--- src/rtl/freq_gen_pkg.sv ---
// Shared encodings for the multi-channel frequency/PWM generator.
package freq_gen_pkg;

  // Field select values carried on wr_sel
  localparam logic [1:0] SEL_PERIOD = 2'd0;
  localparam logic [1:0] SEL_HIGH   = 2'd1;
  localparam logic [1:0] SEL_CTRL   = 2'd2;

  // Bit positions inside the CTRL field
  localparam int CTRL_EN      = 0;
  localparam int CTRL_ONESHOT = 1;

  // Per-channel run state
  typedef enum logic {
    IDLE = 1'b0,
    RUN  = 1'b1
  } ch_state_t;

endpackage

--- src/rtl/freq_gen_channel.sv ---
// One generator channel: shadow/active settings, period counter, run state
// and registered output. Settings only move from shadow to active at a
// period boundary or while the channel is idle, so the output never glitches.
module freq_gen_channel
  import freq_gen_pkg::*;
#(
  parameter int DIV_W = 16
) (
  input  logic             clk,
  input  logic             reset,
  input  logic             tick,
  input  logic             wr_en,
  input  logic [1:0]       wr_sel,
  input  logic [DIV_W-1:0] wr_data,
  output logic             freq_out,
  output logic             wrap_pulse,
  output logic             pending,
  output logic             done
);

  ch_state_t        state, state_n;
  logic [DIV_W-1:0] period_s, period_s_n, high_s, high_s_n;
  logic [1:0]       ctrl_s, ctrl_s_n;
  logic [DIV_W-1:0] period_a, period_a_n, high_a, high_a_n;
  logic             oneshot_a, oneshot_a_n;
  logic [DIV_W-1:0] cnt, cnt_n;
  logic             pending_n, done_n, freq_n, wrap_d, wrap_d_n, wrap_pulse_n;

  logic [DIV_W-1:0] period_m, high_m;
  logic [1:0]       ctrl_m;
  logic             wrap, commit;

  // State register: every flop of the channel, cleared by synchronous reset
  always_ff @(posedge clk) begin
    if (reset) begin
      state      <= IDLE;
      period_s   <= '0;
      high_s     <= '0;
      ctrl_s     <= '0;
      period_a   <= '0;
      high_a     <= '0;
      oneshot_a  <= 1'b0;
      cnt        <= '0;
      pending    <= 1'b0;
      done       <= 1'b0;
      freq_out   <= 1'b0;
      wrap_d     <= 1'b0;
      wrap_pulse <= 1'b0;
    end else begin
      state      <= state_n;
      period_s   <= period_s_n;
      high_s     <= high_s_n;
      ctrl_s     <= ctrl_s_n;
      period_a   <= period_a_n;
      high_a     <= high_a_n;
      oneshot_a  <= oneshot_a_n;
      cnt        <= cnt_n;
      pending    <= pending_n;
      done       <= done_n;
      freq_out   <= freq_n;
      wrap_d     <= wrap_d_n;
      wrap_pulse <= wrap_pulse_n;
    end
  end

  // Next-state logic: merge any write into the shadow, commit the merged
  // shadow at a wrap or while idle, advance the counter on ticks
  always_comb begin
    period_m = period_s;
    high_m   = high_s;
    ctrl_m   = ctrl_s;
    if (wr_en) begin
      case (wr_sel)
        SEL_PERIOD: period_m = wr_data;
        SEL_HIGH:   high_m   = wr_data;
        SEL_CTRL:   ctrl_m   = wr_data[1:0];
        default:    ;
      endcase
    end

    wrap   = tick && (state == RUN) && (cnt == period_a);
    // A write landing on the wrap cycle is committed straight away
    commit = (wrap && (pending || wr_en)) || ((state == IDLE) && pending);

    state_n     = state;
    period_s_n  = period_m;
    high_s_n    = high_m;
    ctrl_s_n    = ctrl_m;
    period_a_n  = period_a;
    high_a_n    = high_a;
    oneshot_a_n = oneshot_a;
    pending_n   = commit ? 1'b0 : (pending || wr_en);

    if (commit) begin
      period_a_n  = period_m;
      high_a_n    = high_m;
      oneshot_a_n = ctrl_m[CTRL_ONESHOT];
      state_n     = ctrl_m[CTRL_EN] ? RUN : IDLE;
    end else if (wrap && oneshot_a) begin
      state_n = IDLE;
    end

    cnt_n = cnt;
    if (state == IDLE || wrap) begin
      cnt_n = '0;
    end else if (tick) begin
      cnt_n = cnt + 1'b1;
    end

    done_n = done;
    if (wr_en && wr_sel == SEL_CTRL) begin
      done_n = 1'b0;
    end
    if (wrap && oneshot_a) begin
      done_n = 1'b1;
    end

    freq_n       = (state == RUN) && (cnt < high_a);
    wrap_d_n     = wrap;
    wrap_pulse_n = wrap_d;
  end

endmodule

--- src/rtl/multi_freq_gen.sv ---
// Multi-channel frequency/PWM generator: shared prescaler, write decode and
// NUM_CH independent channel instances driving the GPIO outputs.
module multi_freq_gen
  import freq_gen_pkg::*;
#(
  parameter int NUM_CH = 4,
  parameter int DIV_W  = 16,
  parameter int PRE_W  = 8
) (
  input  logic              clk,
  input  logic              reset,
  input  logic [PRE_W-1:0]  prescale,
  input  logic              wr_en,
  input  logic [3:0]        wr_ch,
  input  logic [1:0]        wr_sel,
  input  logic [DIV_W-1:0]  wr_data,
  output logic [NUM_CH-1:0] freq_out,
  output logic [NUM_CH-1:0] wrap_pulse,
  output logic [NUM_CH-1:0] pending,
  output logic [NUM_CH-1:0] done
);

  logic [PRE_W-1:0] pre_cnt;
  logic             tick;
  logic             wr_ok;

  assign tick  = (pre_cnt == prescale);
  assign wr_ok = wr_en && (int'(wr_ch) < NUM_CH) &&
                 (wr_sel == SEL_PERIOD || wr_sel == SEL_HIGH || wr_sel == SEL_CTRL);

  // Free-running prescaler; a prescale lowered below the count just wraps
  always_ff @(posedge clk) begin
    if (reset) begin
      pre_cnt <= '0;
    end else if (tick) begin
      pre_cnt <= '0;
    end else begin
      pre_cnt <= pre_cnt + 1'b1;
    end
  end

  for (genvar i = 0; i < NUM_CH; i++) begin : g_ch
    freq_gen_channel #(
      .DIV_W(DIV_W)
    ) u_ch (
      .clk       (clk),
      .reset     (reset),
      .tick      (tick),
      .wr_en     (wr_ok && (wr_ch == 4'(i))),
      .wr_sel    (wr_sel),
      .wr_data   (wr_data),
      .freq_out  (freq_out[i]),
      .wrap_pulse(wrap_pulse[i]),
      .pending   (pending[i]),
      .done      (done[i])
    );
  end

endmodule

--- config.mk ---
export PLATFORM = sky130hd
export DESIGN_NAME = multi_freq_gen
export DESIGN_NICKNAME = d
export VERILOG_FILES = /design/src/rtl/freq_gen_pkg.sv /design/src/rtl/freq_gen_channel.sv /design/src/rtl/multi_freq_gen.sv
export SDC_FILE = /design/constraint.sdc
export NUM_CORES = 1
export LEC_CHECK = 0
export CAP_MARGIN = 10
export CELL_PAD_IN_SITES_DETAIL_PLACEMENT = 1
export CELL_PAD_IN_SITES_GLOBAL_PLACEMENT = 1
export CORE_MARGIN = 5
export CORE_UTILIZATION = 50
export CTS_BUF_LIST = sky130_fd_sc_hd__clkbuf_4
export DETAILED_ROUTE_END_ITERATION = 16
export PLACE_DENSITY = 0.93
export SYNTH_ARGS = -nofsm -noshare
export SYNTH_HDL_FRONTEND = slang
export SYNTH_SLANG_ARGS = --single-unit
--- constraint.sdc ---
create_clock -name clk -period 2.6 [get_ports clk]
set_input_delay 0.39 -clock clk [delete_from_list [all_inputs] [get_ports clk]]
set_output_delay 0.39 -clock clk [all_outputs]
set_load 0.02 [all_outputs]
### Yosys cells after proc, flatten, opt, wreduce, memory -nomap -nowiden

Cells that the tools add are included.

| storage, ports and cells | value |
|---|---|
| ROM bits | 0 |
| input bits | 33 |
| latch bits | 0 |
| logic and storage cells | 188 |
| memories kept | 0 |
| RAM bits | 0 |
| output and inout bits | 16 |
| register bits | 364 |

| cells by class | value |
|---|---|
| multiply operators | 0 |
| equal/unequal tests | 10 |
| muxes and demuxes | 44 |
| shift operators | 0 |
| bitwise gates (word level) | 4 |
| reductions and logical operators | 67 |
| divide/modulo/power cells | 0 |
| $add $sub $neg | 5 |
| $lt $le $gt $ge | 5 |

Operators with widths:

| kind | number |
|---|---|
| $mux W16 | 16 |
| $add A16 B1 Y16 const B | 4 |
| $eq A16 B16 Y1 | 4 |
| $lt A16 B16 Y1 | 4 |
| $logic_and A1 B1 Y1 | 34 |
| $mux W1 | 20 |
| $reduce_or A2 Y1 | 9 |
| $mux W2 | 8 |
| $reduce_bool A2 Y1 | 8 |
| $logic_or A1 B1 Y1 | 14 |
| $add A8 B1 Y8 const B | 1 |
| $eq A4 B2 Y1 const B | 2 |
| $eq A8 B8 Y1 | 1 |
| $eq A4 B1 Y1 const B | 1 |
| $logic_not A4 Y1 | 1 |
| $lt A4 B3 Y1 const B | 1 |
| $not A1 Y1 | 4 |
| $eq A2 B1 Y1 const B | 1 |
| $eq A2 B2 Y1 const B | 1 |
| $logic_not A2 Y1 | 1 |

### Logic depth before layout (Yosys ltp)

| logic depth | value |
|---|---|
| depth after elaboration | 9 |
| gate-level depth with buffers | 10 |
| gate-level depth less buffers | 8 |

### Modules after synthesis

A second synthesis with hierarchy kept.

| unflattened totals | value |
|---|---|
| cell total of the unflattened synthesis | 1,666 |
| area, all modules | 15,647.5 µm² |

By module, submodules not included:

| module | cells an instance | seq. area each (µm²) | times used | area an instance (µm²) |
|---|---|---|---|---|
| freq_gen_channel | 403 | 1,781.7 | 4 | 3,792.4 |
| multi_freq_gen | 54 | 160.2 | 1 | 478.0 |

### Least setup slack after synthesis

OpenSTA, ideal clock, no wires.

| path | value |
|---|---|
| path kind | input to register |
| start | input prescale[1] |
| end | register g_ch[1].u_ch.high_a[11] |
| setup time | 0.121 ns |
| stages | 8 |
| data arrival time | 2.152 ns |
| required time | 2.479 ns |
| slack | 0.327 ns |
| cell sequence | xnor2_1 > nand4_1 > or2_1 > or3_1 > clkbuf_2 > a21oi_4 > buf_6 > mux2_2 |

| on the way | value |
|---|---|
| cells in the longest elaborated chain, start to end | 5 |

RTL lines:

| item | RTL line | text |
|---|---|---|
| start, declared | multi_freq_gen.sv:12 | `input logic [PRE_W-1:0] prescale,` |
| $eq A8 B8 Y1 | multi_freq_gen.sv:27 | `assign tick = (pre_cnt == prescale);` |
| $logic_and A1 B1 Y1 (2 in series) | freq_gen_channel.sv:81 | `wrap = tick && (state == RUN) && (cnt == period_a);` |
| $logic_and A1 B1 Y1 | freq_gen_channel.sv:83 | `commit = (wrap && (pending \|\| wr_en)) \|\| ((state == IDLE) && pending);` |
| $logic_or A1 B1 Y1 | freq_gen_channel.sv:83 |  |
| end signal, assigned | freq_gen_channel.sv:55 | `high_a <= high_a_n;` |
| end, declared | freq_gen_channel.sv:24 | `logic [DIV_W-1:0] period_a, period_a_n, high_a, high_a_n;` |

No other way between the ends.
A chain may end at the register's enable or synchronous reset.

### Worst setup path in the final report

| path | value |
|---|---|
| start | register pre_cnt[4] |
| end | register g_ch[0].u_ch.high_a[5] |

| on the way | value |
|---|---|
| cells in the longest elaborated chain, start to end | 5 |

RTL lines:

| item | RTL line | text |
|---|---|---|
| start, declared | multi_freq_gen.sv:23 | `logic [PRE_W-1:0] pre_cnt;` |
| start signal, assigned | multi_freq_gen.sv:38 | `pre_cnt <= pre_cnt + 1'b1;` |
| $eq A8 B8 Y1 | multi_freq_gen.sv:27 |  |
| $logic_and A1 B1 Y1 (2 in series) | freq_gen_channel.sv:81 |  |
| $logic_and A1 B1 Y1 | freq_gen_channel.sv:83 |  |
| $logic_or A1 B1 Y1 | freq_gen_channel.sv:83 |  |
| end signal, assigned | freq_gen_channel.sv:55 |  |
| end, declared | freq_gen_channel.sv:24 |  |

No other way between the ends.

==> impl_metrics.py <==
metrics = {
    "critical_path": {
        "r2r-start": "pre_cnt[4]$_SDFF_PP0_",
        "crit_path_start": "pre_cnt[4]$_SDFF_PP0_",
        "critPathCaptureType": "flop",
        "crit_path_start_kind": "flop",
        "worstPathMaxFanout": 11,
        "crit_required_ns": 3.23,
        "critPathArrivalTime_ns": 3.27,
        "critPathKind": "reg -> reg",
    },
    "clocking": {
        "root_buffer": "clkbuf_4",
        "cts_tree": "built",
        "cts.clk_slew.worst_paths_ns": 0.07,
        "cts_made_buffers": 95,
        "h-tree-depth": 3,
        "clk_latency_ns": 0.80,
        "clock_tree.buffer_depth": 3,
        "holdBufCountCts": 0,
        "cts_sinks": 364,
    },
    "synthesis": {
        "ys_ff_latch": 364,
        "synth_seq_area_share_pct": 44.26,
        "synth_cells": 1781,
        "synth_edf_count": 0,
        "postSynth.asyncResetShare_pct": 0,
        "syn_area_per_cell_um2": 9.245,
        "synth_area_um2": 16470,
        "yosysWarningCount": 0,
        "syn_nets": 1879,
        "ys.flop_type": "dfxtp_1",
        "synth_cell_types": 55,
    },
    "floorplanning": {
        "dieArea_um2": 36660,
        "coreArea_um2": 32540,
        "fp.dieH_um": 191.5,
        "io_pins": 49,
        "die_x_um": 191.5,
        "rows": 66,
        "initial_utilization_pct": 50.61,
    },
    "global_routing": {
        "track_usage_pct": 33.60,
        "overflow": 0,
        "grt_antenna_before_repair": 2,
        "grt_max_degree": 102,
        "grt_pass1_wl_mm": 94.87,
        "grt_pass1_vias": 16300,
    },
    "route": {
        "drtIter0Drc": 1247,
        "wirelength_mm": 65.11,
        "drtAntennaViolNets": 0,
        "drc_errors": 0,
        "viasPerCell": 6.078,
        "vias": 14650,
        "avgRoutedWirePerCell_um": 27.02,
        "firstDrtPassIters": 8,
    },
    "placed_design": {
        "place_ws_ns": -0.3639,
        "postPlaceCellArea_um2": 17870,
        "portBuffers": 48,
        "place_congestion": 0.8711,
        "dp_hpwl_mm": 36.47,
    },
    "sta": {
        "post-route-min-period_ns": 2.642,
        "min_period_over_period_pct": 101.6,
        "worst_slew_pin_slew_ns": 1.019,
        "fmax_mhz": 378.5,
        "drv_slew": 0,
        "slew-limit-headroom_pct": 31.84,
        "worst_slack_ns": -0.04193,
        "whs_ns": 0.1847,
        "setup_tns_ns": -0.3091,
        "setup_viol": 23,
        "finClkSkew_ns": 0.07143,
        "hold_viol_final": 0,
    },
    "layout": {
        "drive_above_1_share_pct": 19.89,
        "final_util_pct": 58.83,
        "synthToLayoutAreaGrowth_pct": 16.25,
        "nNetsFinal": 1997,
        "design_area_um2": 19140,
    },
    "min_path": {
        "hp-class": "in -> reg",
        "hold_start": "reset",
    },
    "status": {
        "violations": "negative setup slack",
        "status": "finished, violations left",
    },
    "power_and_ir_drop": {
        "power.density_nw_per_um2": 585.0,
        "total_leakage_power_nw": 7.696,
        "irDropWorstVdd_mv": 0.4480,
    },
    "flow_run": {
        "max_cap_violations": 0,
    },
}
[routing by layer]
layer / part of all wire, % / up-vias / global-route usage (%) / wire length [um]
met2: 48 / 857 / 57.30 / 31480
met4: 8.4 / 0 / 23.12 / 5438
met1: 36 / 7169 / 36.34 / 23300
met5: 0 / - / 0 / 0
li1: - / 6220 / - / -
met3: 7.5 / 403 / 8.893 / 4891
[flip-flops by register name (all words and copies together), names as in the netlist, 8 cells and up]
name	cells
g_ch.u_ch.high_a	64
g_ch.u_ch.period_a	64
g_ch.u_ch.ctrl_s	8
g_ch.u_ch.cnt	64
pre_cnt	8
g_ch.u_ch.period_s	64
g_ch.u_ch.high_s	64
[critical path: stages (launching register included)]
cell and delay (ns):
dfxtp_2 0.36, xnor2_1 0.21, nand4_1 0.26, buf_6 0.26, nor2_1 0.16, buf_4 0.18
and4_1 0.30, a221oi_4 0.11, buf_12 0.16, clkbuf_16 0.18, mux2_1 0.32
[cell type report]
class                      count  area [um^2]
clock inverter                17        66.31
inverter                      75        281.5
sequential                   364         7293
tap                          442        553.0
timing repair buffer         143         1503
fill                        3658        13390
clock buffer                 147         1104
antenna                        2        5.005
multi-input combinational   1220         8337
[cells in the mapped netlist (4+ instances only)]
cell / number / share of area [%]
buf_4: 18 / 0.82
o2111ai_1: 4 / 0.21
nand3_1: 84 / 2.6
nand2b_1: 12 / 0.46
buf_6: 8 / 0.55
mux2i_1: 55 / 3.3
and4_1: 15 / 0.80
nor3_1: 13 / 0.40
inv_1: 74 / 1.7
o211ai_1: 4 / 0.18
ha_1: 65 / 4.9
a21o_1: 24 / 1.1
nor4b_1: 6 / 0.32
xnor2_1: 74 / 3.9
nand2_1: 162 / 3.7
mux2_2: 120 / 8.2
buf_2: 12 / 0.36
buf_1: 5 / 0.11
nor2b_1: 81 / 3.1
nor4_1: 11 / 0.42
and2_1: 6 / 0.23
o21ai_0: 5 / 0.15
and3_1: 18 / 0.68
a211oi_1: 7 / 0.32
nand4_1: 28 / 1.1
a21oi_1: 102 / 3.1
xor2_1: 65 / 3.5
mux2_1: 12 / 0.82
dfxtp_1: 364 / 44
nor2_1: 216 / 4.9
clkbuf_1: 78 / 1.8
[kinds of logic after synthesis]
family	after synthesis	share of synthesized area, %
buffers and inverters	197	5.365
AOI/OAI and AO/OA	158	5.874
DFF	364	44.26
xor gates and xnor gates	139	7.394
adders and majority gates	65	4.939
muxes	188	12.46
and+or+nand+nor	670	19.71
[cells in the final DEF, fill, tap and decap left out, drive strengths merged, types with 3 or more instances in the layout]
cell type | netlist | routed
ha | 65 | 65
and2 | 7 | 7
nor3 | 14 | 14
nand3 | 84 | 84
a21o | 24 | 24
a211oi | 7 | 7
clkdlybuf4s50 | 0 | 47
o2111ai | 4 | 4
and4 | 15 | 15
nor2 | 216 | 216
mux2 | 133 | 133
nor4b | 8 | 8
nand4 | 28 | 28
nor4 | 11 | 11
xor2 | 65 | 65
nor2b | 81 | 81
clkbuf | 79 | 148
o21ai | 5 | 5
nand2 | 162 | 162
o211ai | 4 | 4
buf | 43 | 95
or3 | 3 | 3
a21oi | 103 | 103
and3 | 18 | 18
mux2i | 55 | 55
xnor2 | 74 | 74
inv | 75 | 78
clkinv | 0 | 14
dfxtp | 364 | 364
nand2b | 12 | 12
nand3b | 3 | 3
[through the flow]
step	instances	total power, mW
final	2410	11.20
after global routing	2410	11.51
after CTS	2406	11.13
after detailed placement	2242	6.074
after global placement	2242	6.056
after floorplan	1781	5.884
[what timing repair did]
action | in CTS | in global routing
gates cloned | 0 | 1
pin swaps | 0 | 5
gates resized for setup | 1 | 14
setup buffers | 0 | 1
setup endpoints to repair | 23 | 100
[report_power, final]
part / total, mW / switching (mW) / internal, mW
Clock: 5.21 / 2.66 / 2.55
Sequential: 5.60 / 0.0111 / 5.58
Combinational: 0.393 / 0.275 / 0.118
[path summary, 6_finish.rpt]
| check | slack, ns | cells after the start | to |
|---|---|---|---|
| min | 0.18 | 2 | g_ch[3].u_ch.wrap_pulse$_SDFF_PP0_ |
| max reg2reg | -0.04 | 10 | g_ch[0].u_ch.high_a[5]$_SDFFE_PP0P_ |
| max | -0.04 | 10 | g_ch[0].u_ch.high_a[5]$_SDFFE_PP0P_ |
| min reg2reg | 0.44 | 1 | g_ch[1].u_ch.wrap_pulse$_SDFF_PP0_ |
Power figures use the tool's default switching activity.
